--- config.mk ---
export PLATFORM = sky130hd
export DESIGN_NAME = booth_divider_iter_flat
export DESIGN_NICKNAME = d
export VERILOG_FILES = /design/src/rtl/booth_divider_iter_pkg.sv /design/src/rtl/booth_divider_iter_if.sv /design/src/rtl/booth_divider_iter_div_restore_step.sv /design/src/rtl/booth_divider_iter.sv /design/src/flat_wrapper.sv
export SDC_FILE = /design/constraint.sdc
export NUM_CORES = 1
export LEC_CHECK = 0
export BUFFER_PORTS_ARGS = -buffer_cell sky130_fd_sc_hd__buf_4
export CAP_MARGIN = 10
export CORE_ASPECT_RATIO = 1.2
export CORE_MARGIN = 5
export CORE_UTILIZATION = 65
export CTS_CLUSTER_SIZE = 30
export DETAILED_ROUTE_END_ITERATION = 8
export PLACE_DENSITY = 0.94
export SYNTH_ARGS = -nofsm -noshare
export SYNTH_HDL_FRONTEND = slang
export SYNTH_HIERARCHICAL = 1
export SYNTH_SLANG_ARGS = --single-unit
--- constraint.sdc ---
create_clock -name clk -period 7.5 [get_ports clk]
set_input_delay 1.5 -clock clk [delete_from_list [all_inputs] [get_ports clk]]
set_output_delay 1.5 -clock clk [all_outputs]
set_load 0.02 [all_outputs]
--- src/rtl/booth_divider_iter_pkg.sv ---
// rtl/booth_divider_iter_pkg.sv - shared types and operand conventions for the iterative divider
package booth_divider_iter_pkg;

  // Datapath width shared with the Booth/Wallace multiplier in the execute stage.
  localparam int DEF_WIDTH = 32;

  // Divider control states.
  typedef enum logic [1:0] {
    ST_IDLE = 2'd0,
    ST_BUSY = 2'd1,
    ST_FIX  = 2'd2,
    ST_DONE = 2'd3
  } state_t;

  // Extension bit placed above a W-bit operand: the sign bit for signed ops, zero for unsigned.
  function automatic logic ext_bit(input logic is_signed, input logic msb);
    return is_signed & msb;
  endfunction

endpackage

--- src/rtl/booth_divider_iter_if.sv ---
// rtl/booth_divider_iter_if.sv - operand/result handshake bundle for the iterative divider
interface booth_divider_iter_if import booth_divider_iter_pkg::*; #(
  parameter int W = DEF_WIDTH
) ();

  logic [W:0]   src1;
  logic [W:0]   src2;
  logic         in_valid;
  logic         in_ready;
  logic         out_valid;
  logic         out_ready;
  logic [W-1:0] quotient;
  logic [W-1:0] remainder;
  logic         div_zero;

  // Issuing side: presents operands and consumes results.
  modport master (
    output src1, src2, in_valid, out_ready,
    input  in_ready, out_valid, quotient, remainder, div_zero
  );

  // Divider side.
  modport slave (
    input  src1, src2, in_valid, out_ready,
    output in_ready, out_valid, quotient, remainder, div_zero
  );

endinterface

--- src/rtl/booth_divider_iter_div_restore_step.sv ---
// rtl/booth_divider_iter_div_restore_step.sv - one combinational restoring-division iteration
module div_restore_step #(
  parameter int W = 32
) (
  input  logic [W-1:0] rem,
  input  logic [W-1:0] quo,
  input  logic [W-1:0] dvs,
  output logic [W-1:0] rem_next,
  output logic [W-1:0] quo_next
);

  logic [W:0] shifted;
  logic       fits;

  // Shift the next dividend bit into the partial remainder and subtract when the divisor fits.
  // The partial remainder is always below the divisor, so the shifted value needs W+1 bits for
  // the compare while the restored or subtracted result always fits back into W bits.
  always_comb begin
    shifted  = {rem, quo[W-1]};
    fits     = (shifted >= {1'b0, dvs});
    rem_next = shifted[W-1:0];
    quo_next = {quo[W-2:0], 1'b0};
    if (fits) begin
      rem_next = shifted[W-1:0] - dvs;
      quo_next = {quo[W-2:0], 1'b1};
    end
  end

endmodule

--- src/rtl/booth_divider_iter.sv ---
// rtl/booth_divider_iter.sv - iterative radix-2 restoring divider with quotient/remainder sign fix-up
module booth_divider_iter import booth_divider_iter_pkg::*; #(
  parameter int COMPUTER_WIDTH = DEF_WIDTH
) (
  input logic                 clk,
  input logic                 reset,
  booth_divider_iter_if.slave bus
);

  localparam int W     = COMPUTER_WIDTH;
  localparam int CNT_W = $clog2(W);

  state_t           state;
  state_t           state_next;
  logic             primed;
  logic [CNT_W-1:0] cnt;
  logic             sign1;
  logic             sign2;
  logic             zero_flag;
  logic [W-1:0]     dvd_raw;
  logic [W-1:0]     dvs_mag;
  logic [W-1:0]     rem_part;
  logic [W-1:0]     quo_part;
  logic [W-1:0]     quo_reg;
  logic [W-1:0]     rem_reg;
  logic             dz_reg;
  logic [W-1:0]     step_rem;
  logic [W-1:0]     step_quo;
  logic [W-1:0]     mag1;
  logic [W-1:0]     mag2;
  logic             in_ready_c;
  logic             out_valid_c;
  logic             accept;

  // Magnitudes of the extended operands; |-2^(W-1)| wraps to 2^(W-1), which still fits unsigned.
  always_comb begin
    mag1 = bus.src1[W-1:0];
    mag2 = bus.src2[W-1:0];
    if (bus.src1[W]) mag1 = ~bus.src1[W-1:0] + 1'b1;
    if (bus.src2[W]) mag2 = ~bus.src2[W-1:0] + 1'b1;
  end

  div_restore_step #(.W(W)) u_step (
    .rem      (rem_part),
    .quo      (quo_part),
    .dvs      (dvs_mag),
    .rem_next (step_rem),
    .quo_next (step_quo)
  );

  // State register; primed holds in_ready low for the first cycle after reset.
  always_ff @(posedge clk) begin
    if (reset) begin
      state  <= ST_IDLE;
      primed <= 1'b0;
    end else begin
      state  <= state_next;
      primed <= 1'b1;
    end
  end

  // Next-state logic: W iterations in BUSY, one fix-up cycle, then hold until the result is taken.
  always_comb begin
    state_next = state;
    case (state)
      ST_IDLE: if (accept) state_next = ST_BUSY;
      ST_BUSY: if (cnt == '0) state_next = ST_FIX;
      ST_FIX:  state_next = ST_DONE;
      ST_DONE: if (bus.out_ready) state_next = ST_IDLE;
      default: state_next = ST_IDLE;
    endcase
  end

  // Output decode: ready only when idle and primed, result valid only in DONE.
  always_comb begin
    in_ready_c  = 1'b0;
    out_valid_c = 1'b0;
    case (state)
      ST_IDLE: in_ready_c  = primed;
      ST_DONE: out_valid_c = 1'b1;
      default: ;
    endcase
  end

  assign accept        = in_ready_c & bus.in_valid;
  assign bus.in_ready  = in_ready_c;
  assign bus.out_valid = out_valid_c;
  assign bus.quotient  = quo_reg;
  assign bus.remainder = rem_reg;
  assign bus.div_zero  = dz_reg;

  // Operand latch, iteration and sign fix-up; results stay frozen while DONE waits for out_ready.
  always_ff @(posedge clk) begin
    if (reset) begin
      cnt       <= '0;
      sign1     <= 1'b0;
      sign2     <= 1'b0;
      zero_flag <= 1'b0;
      dvd_raw   <= '0;
      dvs_mag   <= '0;
      rem_part  <= '0;
      quo_part  <= '0;
      quo_reg   <= '0;
      rem_reg   <= '0;
      dz_reg    <= 1'b0;
    end else begin
      case (state)
        ST_IDLE: begin
          if (accept) begin
            sign1     <= bus.src1[W];
            sign2     <= bus.src2[W];
            zero_flag <= (bus.src2 == '0);
            dvd_raw   <= bus.src1[W-1:0];
            dvs_mag   <= mag2;
            rem_part  <= '0;
            quo_part  <= mag1;
            cnt       <= CNT_W'(W - 1);
          end
        end
        ST_BUSY: begin
          rem_part <= step_rem;
          quo_part <= step_quo;
          cnt      <= cnt - 1'b1;
        end
        ST_FIX: begin
          dz_reg <= zero_flag;
          if (zero_flag) begin
            quo_reg <= '1;
            rem_reg <= dvd_raw;
          end else begin
            quo_reg <= (sign1 ^ sign2) ? (~quo_part + 1'b1) : quo_part;
            rem_reg <= sign1 ? (~rem_part + 1'b1) : rem_part;
          end
        end
        default: ;
      endcase
    end
  end

endmodule

--- src/flat_wrapper.sv ---
// flat-port wrapper written by rule: the top's interface ports become plain ports
module booth_divider_iter_flat import booth_divider_iter_pkg::*;
#(
  parameter int COMPUTER_WIDTH = DEF_WIDTH
)
  (clk, reset, bus_src1, bus_src2, bus_in_valid, bus_out_ready, bus_in_ready, bus_out_valid, bus_quotient, bus_remainder, bus_div_zero);
  booth_divider_iter_if #(.W((32))) bus_i ();
  input logic clk;
  input logic reset;
  input wire logic [$bits(bus_i.src1)-1:0] bus_src1;
  input wire logic [$bits(bus_i.src2)-1:0] bus_src2;
  input wire logic [$bits(bus_i.in_valid)-1:0] bus_in_valid;
  input wire logic [$bits(bus_i.out_ready)-1:0] bus_out_ready;
  output wire logic [$bits(bus_i.in_ready)-1:0] bus_in_ready;
  output wire logic [$bits(bus_i.out_valid)-1:0] bus_out_valid;
  output wire logic [$bits(bus_i.quotient)-1:0] bus_quotient;
  output wire logic [$bits(bus_i.remainder)-1:0] bus_remainder;
  output wire logic [$bits(bus_i.div_zero)-1:0] bus_div_zero;
  assign bus_i.src1 = bus_src1;
  assign bus_i.src2 = bus_src2;
  assign bus_i.in_valid = bus_in_valid;
  assign bus_i.out_ready = bus_out_ready;
  assign bus_in_ready = bus_i.in_ready;
  assign bus_out_valid = bus_i.out_valid;
  assign bus_quotient = bus_i.quotient;
  assign bus_remainder = bus_i.remainder;
  assign bus_div_zero = bus_i.div_zero;
  booth_divider_iter #(.COMPUTER_WIDTH(COMPUTER_WIDTH)) u_core (.clk(clk), .reset(reset), .bus(bus_i));
endmodule
==> run summary, run 1 <==
status = complete, no violations
first-pass GRT wire length = 60.4 mm
Tcrit/Tclk final = 50.1%
Clock Tree Buf Depth = 3
Tot GR Track Use = 30.1%
Final Max Slew Viols = 0
Distinct cells, synth = 90
min Tclk post-route = 3760 ps
CTS root buffer = clkbuf_16
drt first pass iters = 6
DPL Wire Length = 26.4 mm
share of layout cells above drive strength 1 = 15.9%
Area Growth Syn to Fin = 11.8%
Sw Ratio = 42.8%
CTS Hold Bufs = 0
slew margin rel. = 38.0%
worst-path maximum fanout = 29
WHS = 459 ps
CTS Buf Count = 22
skew final = 14.0 ps
cells on worst reg2reg path = 12
drc violations = 0
Post-Synth Adder-Cell Area = 4.07%
Yosys top cell by area = dfxtp_1
Comb power frac = 52.3%
Finished Layout Cells = 1990
commonest non-fill, non-tap cells in the layout = dfxtp_1 (204), nor2_1 (166), nand2_1 (154)
Worst-path clk slew = 60 ps
routed len/inst = 19.1 µm
cell count after synthesis = 1682
startpoint types = flip-flop
Clk Latency, worst-skew pair = 510 ps
Data arrival, critical path = 4130 ps
multiplexer area fraction after synthesis = 4.50%
Post-Route WL = 38.1 mm
sw power = 0.00242 W
Final Power = 0.00564 W
nets@finish = 1822
vias in the first global route = 12.5k
unrepaired setup endpoints after global routing = false
PnR worst setup slack = 3740 ps
Routed Antenna Nets = 0
Power per Cell Area = 377 mW/mm²
DR vias/cell = 6.64
FMAX = 0.266 GHz
max_cap viols = 0
Die H = 167 µm
IO Count = 137
die area = 0.0236 mm²
Rows = 57
die width = 141 µm
largest family of logic cells by synthesized area = compound AO/OA/AOI/OAI gates
antenna violations before repair = 0
Post-Syn Area per Cell = 7.96 µm²
post_cts resized = 0
port buffer count = 136
dpl cells = 1949
xor/xnor share of the synthesized area = 7.72%
final setup vio count = 0
critical path capture point type = flip-flop
cells taking the most area after synthesis = dfxtp_1 (30%), nor2_1 (4.7%), a21oi_1 (4.4%)
sequential power share = 26.5%
internal power = 0.00323 W
Initial Utilization = 66.1%
initial drt markers = 1556
Worst Hold Depth = 2
Leak = 5.84 nW
simple-gate share of the synthesized area = 20.9%
CP required = 7870 ps
setup bufs post-CTS = 0
worst slack, placed = 3800 ps
Final Hold Fails = 0
Synth Net Count = 1795
Synth top area share = 30.5%
worst slew pin tran = 930 ps
core area = 0.0203 mm²
worst setup path category = reg2reg
Async SR Flop Fraction = 0%
commonest non-fill, non-tap cell in the layout = dfxtp_1
routed via count = 13.2k
Peak VDD IR = 225 µV
Synth Area in Compound Gates = 24.8%
setup_tns = 0 ps
Synth Cell Area = 0.0134 mm²
routability cong. = 1.03
clk sinks = 204
synth warn = 6
CTS tree = done
gr ovfl total = 0
post-synthesis register bit count = 204
htree depth = 1
Post-synth top flop = dfxtp_1
hold crit path type = reg2reg
Post-synth EDFFs = 0
largest net degree at the start of global routing = 99
sequential-to-total area share from yosys stat = 30.5%
n_diodes = 0
Clk pwr share = 21.2%
logic make-up after synthesis:
| group | after synthesis |
|---|---|
| AO/OA/AOI/OAI | 484 |
| multiplexers | 53 |
| flip-flops | 204 |
| adder cells (fa/ha/maj) | 43 |
| AND/OR/NAND/NOR | 555 |
| buffers and inverters | 225 |
| XOR/XNOR | 118 |
power groups by stage:
stage	combinational, W	sequential (W)	clock, W
after CTS	0.00288	0.00149	0.00120
after detailed placement	0.00284	0.00151	0
after global placement	0.00274	0.00150	0
after floorplan	0.00226	0.00154	0
after global routing	0.00316	0.00153	0.00125
final	0.00295	0.00150	0.00119
registers in the layout, indices dropped and copies added (netlist names):
name / cells
u_core/bus.div_zero: 1
u_core/bus.quotient: 32
u_core/bus.remainder: 32
u_core/cnt: 5
u_core/dvd_raw: 32
u_core/dvs_mag: 32
u_core/primed: 1
u_core/quo_part: 32
u_core/rem_part: 32
u_core/sign1: 1
u_core/sign2: 1
u_core/state: 2
u_core/zero_flag: 1
metrics by stage:
step	utilization, %	instance area (µm²)
2_1_floorplan	-	13400
3_3_place_gp	69.9	14200
3_5_place_dp	69.9	14200
4_1_cts	73.9	15000
5_1_grt	74.0	15000
6_report	74.0	15000
layout make-up:
type | count | area [µm²]
multi-input combinational | 1253 | 8320
clock buffer | 31 | 686
clock inverter | 9 | 128
timing repair buffer | 151 | 1140
tap | 265 | 332
inverter | 77 | 289
sequential | 204 | 4080
fill | 1467 | 5280
cells in the mapped netlist (all sizes together) (26+ instances only):
master and instances:
dfxtp 204, nor2 167, nand2 154, a21oi 118
clkbuf 101, inv 76, o21ai 70, xnor2 65
a211oi 54, xor2 53, buf 47, a22oi 44
ha 42, nor3 38, nand3 37, mux2 31
nor4 27, o31ai 26
metal layers:
metal,share of wire (%),up-vias,track usage (%)
li1,-,6161,-
met1,37,6119,35.6
met2,48,751,52.3
met3,9.2,173,4.62
met4,5.4,0,15.8
met5,0,-,0
critical path: stages, from the launching register on:
cell and delay, ps:
dfxtp_1 390, ha_1 460, nand4_1 210, nor3_1 350, o211ai_1 180, nor4b_4 180
o21ai_2 180, a31oi_4 130, o21a_4 280, inv_2 520, mux2_2 430, a22oi_1 230
nor2_1 60
worst paths after layout:
path                                                       from                          endpoint  slack (ps)
worst max-delay path            u_core/rem_part[8]$_SDFFE_PP0P_  u_core/rem_part[19]$_SDFFE_PP0P_        3740
worst min-delay path            u_core/dvd_raw[31]$_SDFFE_PP0P_   u_core/dvd_raw[31]$_SDFFE_PP0P_         460
worst min register to register  u_core/dvd_raw[31]$_SDFFE_PP0P_   u_core/dvd_raw[31]$_SDFFE_PP0P_         460
worst max register to register  u_core/rem_part[8]$_SDFFE_PP0P_  u_core/rem_part[19]$_SDFFE_PP0P_        3740
(Power assumes the default switching activity.)
==> run 2, diff against run 1 <==
Settings changed: ABC_AREA set to 1, CORE_UTILIZATION 65 to 61, PLACE_DENSITY 0.94 to 0.88.
Clock period 7.5 ns to 3.5 ns, I/O delays scaled along.
==> run 2 against run 1 <==
Net effect:
- combinational power rose by 140%
- worst setup slack got worse by 2900 ps
- sequential cell count did not move
- clock skew rose by 3.5 ps
- clock-buffer cell count did not move
- first-iteration DRC count fell by 4.8%
- power rose by 120%
- die area rose by 20%
- critical path type unchanged
- wire length rose by 35%
- critical path depth rose by 1
- area after synthesis rose by 14%
- via count rose by 25%
==> run summary, run 2 <==
launch point of the worst reg-to-reg path = u_core/dvs_mag[30]$_SDFFE_PP0P_ (was u_core/rem_part[8]$_SDFFE_PP0P_)
WHS Endpoint = u_core/dvd_raw[18]$_SDFFE_PP0P_ (was u_core/dvd_raw[31]$_SDFFE_PP0P_)
Power per Cell Area = 755 mW/mm² (was 377 mW/mm²)
Synth Cell Area = 0.0152 mm² (was 0.0134 mm²)
Fill cells = 2306 (was 1467)
DPL Wire Length = 39.7 mm (was 26.4 mm)
min Tclk post-route = 2660 ps (was 3760 ps)
core area = 0.0247 mm² (was 0.0203 mm²)
commonest non-fill, non-tap cell in the layout = nand2_1 (was dfxtp_1)
largest net degree at the start of global routing = 109 (was 99)
worst-path maximum fanout = 23 (was 29)
sequential-to-total area share from yosys stat = 26.8% (was 30.5%)
commonest non-fill, non-tap cells in the layout = nand2_1 (742), inv_1 (348), nor2_1 (285) (was dfxtp_1 (204), nor2_1 (166), nand2_1 (154))
final setup vio count = 0 (unchanged)
CP Cell Sequence = inv_1 > ha_1 > a21o_1 > nand2_1 > nand2_1 > a21oi_1 > nand2_1 > nor2_4 > buf_4 > nand3_1 > nand2_1 > nand2_1 > a21oi_1 (was ha_1 > nand4_1 > nor3_1 > o211ai_1 > nor4b_4 > o21ai_2 > a31oi_4 > o21a_4 > inv_2 > mux2_2 > a22oi_1 > nor2_1)
Tcrit/Tclk final = 75.9% (was 50.1%)
unrepaired setup endpoints after global routing = false (unchanged)
max_cap viols = 0 (unchanged)
fin util = 67.9% (was 74.0%)
Peak VDD IR = 421 µV (was 225 µV)
Post-synth EDFFs = 0 (unchanged)
most used cell, CP = nand2_1
Worst Hold Depth = 2 (unchanged)
die width = 154 µm (was 141 µm)
CTS Hold Bufs = 0 (unchanged)
Critical-path top delay cell = ha_1 (was inv_2)
Yosys top cell by area = dfxtp_1 (unchanged)
hold crit path type = reg2reg (unchanged)
n_diodes = 0 (unchanged)
startpoint types = flip-flop (unchanged)
Initial Utilization = 61.7% (was 66.1%)
Post-Route WL = 51.4 mm (was 38.1 mm)
slew margin rel. = 30.5% (was 38.0%)
Leak = 8.28 nW (was 5.84 nW)
share of layout cells above drive strength 1 = 10.0% (was 15.9%)
drt first pass iters = 7 (was 6)
post_cts resized = 0 (unchanged)
worst slew pin tran = 1040 ps (was 930 ps)
CP peak stage delay = 440 ps (was 520 ps)
nets@finish = 2718 (was 1822)
setup_tns = 0 ps (unchanged)
Clk Latency, worst-skew pair = 520 ps (was 510 ps)
multi-input combinational cell area = 0.00903 mm² (was 0.00832 mm²)
Clock Tree Buf Depth = 3 (unchanged)
Final Hold Fails = 0 (unchanged)
htree depth = 1 (unchanged)
drc violations = 0 (unchanged)
reg2reg end = u_core/rem_part[14]$_SDFFE_PP0P_ (was u_core/rem_part[19]$_SDFFE_PP0P_)
gr ovfl total = 0 (unchanged)
routability cong. = 1.05 (was 1.03)
buffers and inverters on the worst path = 2 (was 1)
hold wc startpoint = u_core/dvd_raw[18]$_SDFFE_PP0P_ (was u_core/dvd_raw[31]$_SDFFE_PP0P_)
Synth Net Count = 2669 (was 1795)
initial drt markers = 1481 (was 1556)
DR vias/cell = 5.63 (was 6.64)
IO Count = 137 (unchanged)
status = complete, no violations (unchanged)
register area = 0.00408 mm² (unchanged)
routed len/inst = 17.5 µm (was 19.1 µm)
FMAX = 0.376 GHz (was 0.266 GHz)
CP required = 3920 ps (was 7870 ps)
Synth top cells by count = nand2_1 (742), inv_1 (349), nor2_1 (285), nand3_1 (209), dfxtp_1 (204) (was dfxtp_1 (204), nor2_1 (167), nand2_1 (154), a21oi_1 (117), clkbuf_1 (100))
post-synthesis register bit count = 204 (unchanged)
Die H = 183 µm (was 167 µm)
Post-synth top flop = dfxtp_1 (unchanged)
CTS Buf Count = 23 (was 22)
CTS root buffer = clkbuf_16 (unchanged)
vias in the first global route = 15.6k (was 12.5k)
antenna violations before repair = 0 (unchanged)
most common cell in the netlist = nand2_1 (was dfxtp_1)
die area = 0.0282 mm² (was 0.0236 mm²)
Synth top area share = 26.8% (was 30.5%)
delay-heaviest family, CP = simple AND/OR/NAND/NOR gates (was compound AO/OA/AOI/OAI gates)
Async SR Flop Fraction = 0% (unchanged)
fin area = 0.0168 mm² (was 0.0150 mm²)
Area Growth Syn to Fin = 10.0% (was 11.8%)
dpl cells = 2905 (was 1949)
cells taking the most area after synthesis = dfxtp_1 (27%), nand2_1 (18%), inv_1 (8.6%) (was dfxtp_1 (30%), nor2_1 (4.7%), a21oi_1 (4.4%))
setup bufs post-CTS = 0 (unchanged)
port buffer count = 136 (unchanged)
Tot GR Track Use = 35.0% (was 30.1%)
Rows = 63 (was 57)
clk sinks = 204 (unchanged)
Routed Antenna Nets = 0 (unchanged)
Finished Layout Cells = 2943 (was 1990)
post-placement cell area = 0.0161 mm² (was 0.0142 mm²)
routed via count = 16.6k (was 13.2k)
critical path capture point type = flip-flop (unchanged)
Worst-path clk slew = 60 ps (about the same)
worst reg2reg setup slack = 840 ps (was 3740 ps)
cell count after synthesis = 2556 (was 1682)
CTS tree = done (unchanged)
Post-Syn Area per Cell = 5.96 µm² (was 7.96 µm²)
cells on worst reg2reg path = 13 (was 12)
worst setup path category = reg2reg (unchanged)
skew final = 17.5 ps (was 14.0 ps)
first-pass GRT wire length = 80.5 mm (was 60.4 mm)
Distinct cells, synth = 48 (was 90)
Data arrival, critical path = 3080 ps (was 4130 ps)
Final Max Slew Viols = 0 (unchanged)
synth warn = 6 (unchanged)
## run 2: cell types whose count changed in the layout (fill, tap and decap cells not counted), moves of 20 or more
cell,before,now
o31ai_1,26,1
xnor2_1,64,6
o41ai_1,20,0
nand3_1,35,209
mux2_2,22,0
o21ai_0,68,149
a22oi_1,44,0
nor3_1,37,17
mux2i_1,22,0
nor2_1,166,285
a21oi_1,116,182
a211oi_1,54,1
nand2_1,154,742
inv_1,74,348
## run 2: through the flow
step | total power (W) | setup slack [ps] | hold slack [ps]
6_report | 0.0127 | 843 | 455
5_1_grt | 0.0136 | 752 | 476
4_1_cts | 0.0125 | 897 | 452
3_5_place_dp | 0.0102 | 940 | 445
3_3_place_gp | 0.0101 | 959 | 435
2_1_floorplan | 0.00856 | 1540 | 425
## run 2: cells by family after synthesis
| kind of cell | after synthesis | share of synthesized area (%) |
|---|---|---|
| DFF | 204 | 26.8 |
| AOI/OAI and AO/OA | 411 | 14.6 |
| adders and majority gates | 43 | 3.58 |
| buffers and inverters | 488 | 13.9 |
| xor gates and xnor gates | 43 | 2.47 |
| and+or+nand+nor | 1367 | 38.7 |
## run 2: worst max path at each step
| stage | cells past startpoint | end | startpoint |
|---|---|---|---|
| 3_3_place_gp | 12 | u_core/rem_part[5]$_SDFFE_PP0P_ | u_core/dvs_mag[30]$_SDFFE_PP0P_ |
| 4_1_cts | 13 | u_core/rem_part[14]$_SDFFE_PP0P_ | u_core/dvs_mag[30]$_SDFFE_PP0P_ |
| 5_1_grt | 13 | u_core/rem_part[15]$_SDFFE_PP0P_ | u_core/rem_part[26]$_SDFFE_PP0P_ |
| 6_report | 13 | u_core/rem_part[14]$_SDFFE_PP0P_ | u_core/dvs_mag[30]$_SDFFE_PP0P_ |
| 3_5_place_dp | 13 | u_core/rem_part[2]$_SDFFE_PP0P_ | u_core/dvs_mag[30]$_SDFFE_PP0P_ |
| 2_1_floorplan | 15 | u_core/rem_part[16]$_SDFFE_PP0P_ | u_core/quo_part[31]$_SDFFE_PP0P_ |
## run 2: final cells by class
| cell class | instances | area share, % |
|---|---|---|
| sequential | 204 | 24.4 |
| tap | 325 | 2.43 |
| clock inverter | 7 | 0.269 |
| clock buffer | 31 | 3.91 |
| timing repair buffer | 153 | 7.01 |
| multi-input combinational | 1864 | 53.9 |
| inverter | 359 | 8.07 |
## run 2: routing by layer
metal	global-route usage (%)	up-vias	routed length, µm	share of wire (%)
li1	-	8195	-	-
met4	24.8	0	4290	8.3
met2	63.4	778	25300	49
met5	0	-	0	0
met3	3.97	188	3540	6.9
met1	37.8	7402	18300	36
## run 2: where the power goes
part | leakage (nW) | internal [W] | total (W) | switching (W)
Clock | 0.347 | 0.00131 | 0.00229 | 0.000980
Combinational | 6.27 | 0.00221 | 0.00719 | 0.00497
Sequential | 1.66 | 0.00278 | 0.00318 | 0.000407
Total | 8.28 | 0.00630 | 0.0127 | 0.00636
## run 2: worst register-to-register path: cells and delay by family (launching register included)
kind	cells	cell delay, ps
flip-flops	1	330
AO/OA/AOI/OAI	3	600
AND/OR/NAND/NOR	7	750
adder cells (fa/ha/maj)	1	440
buffers and inverters	2	460
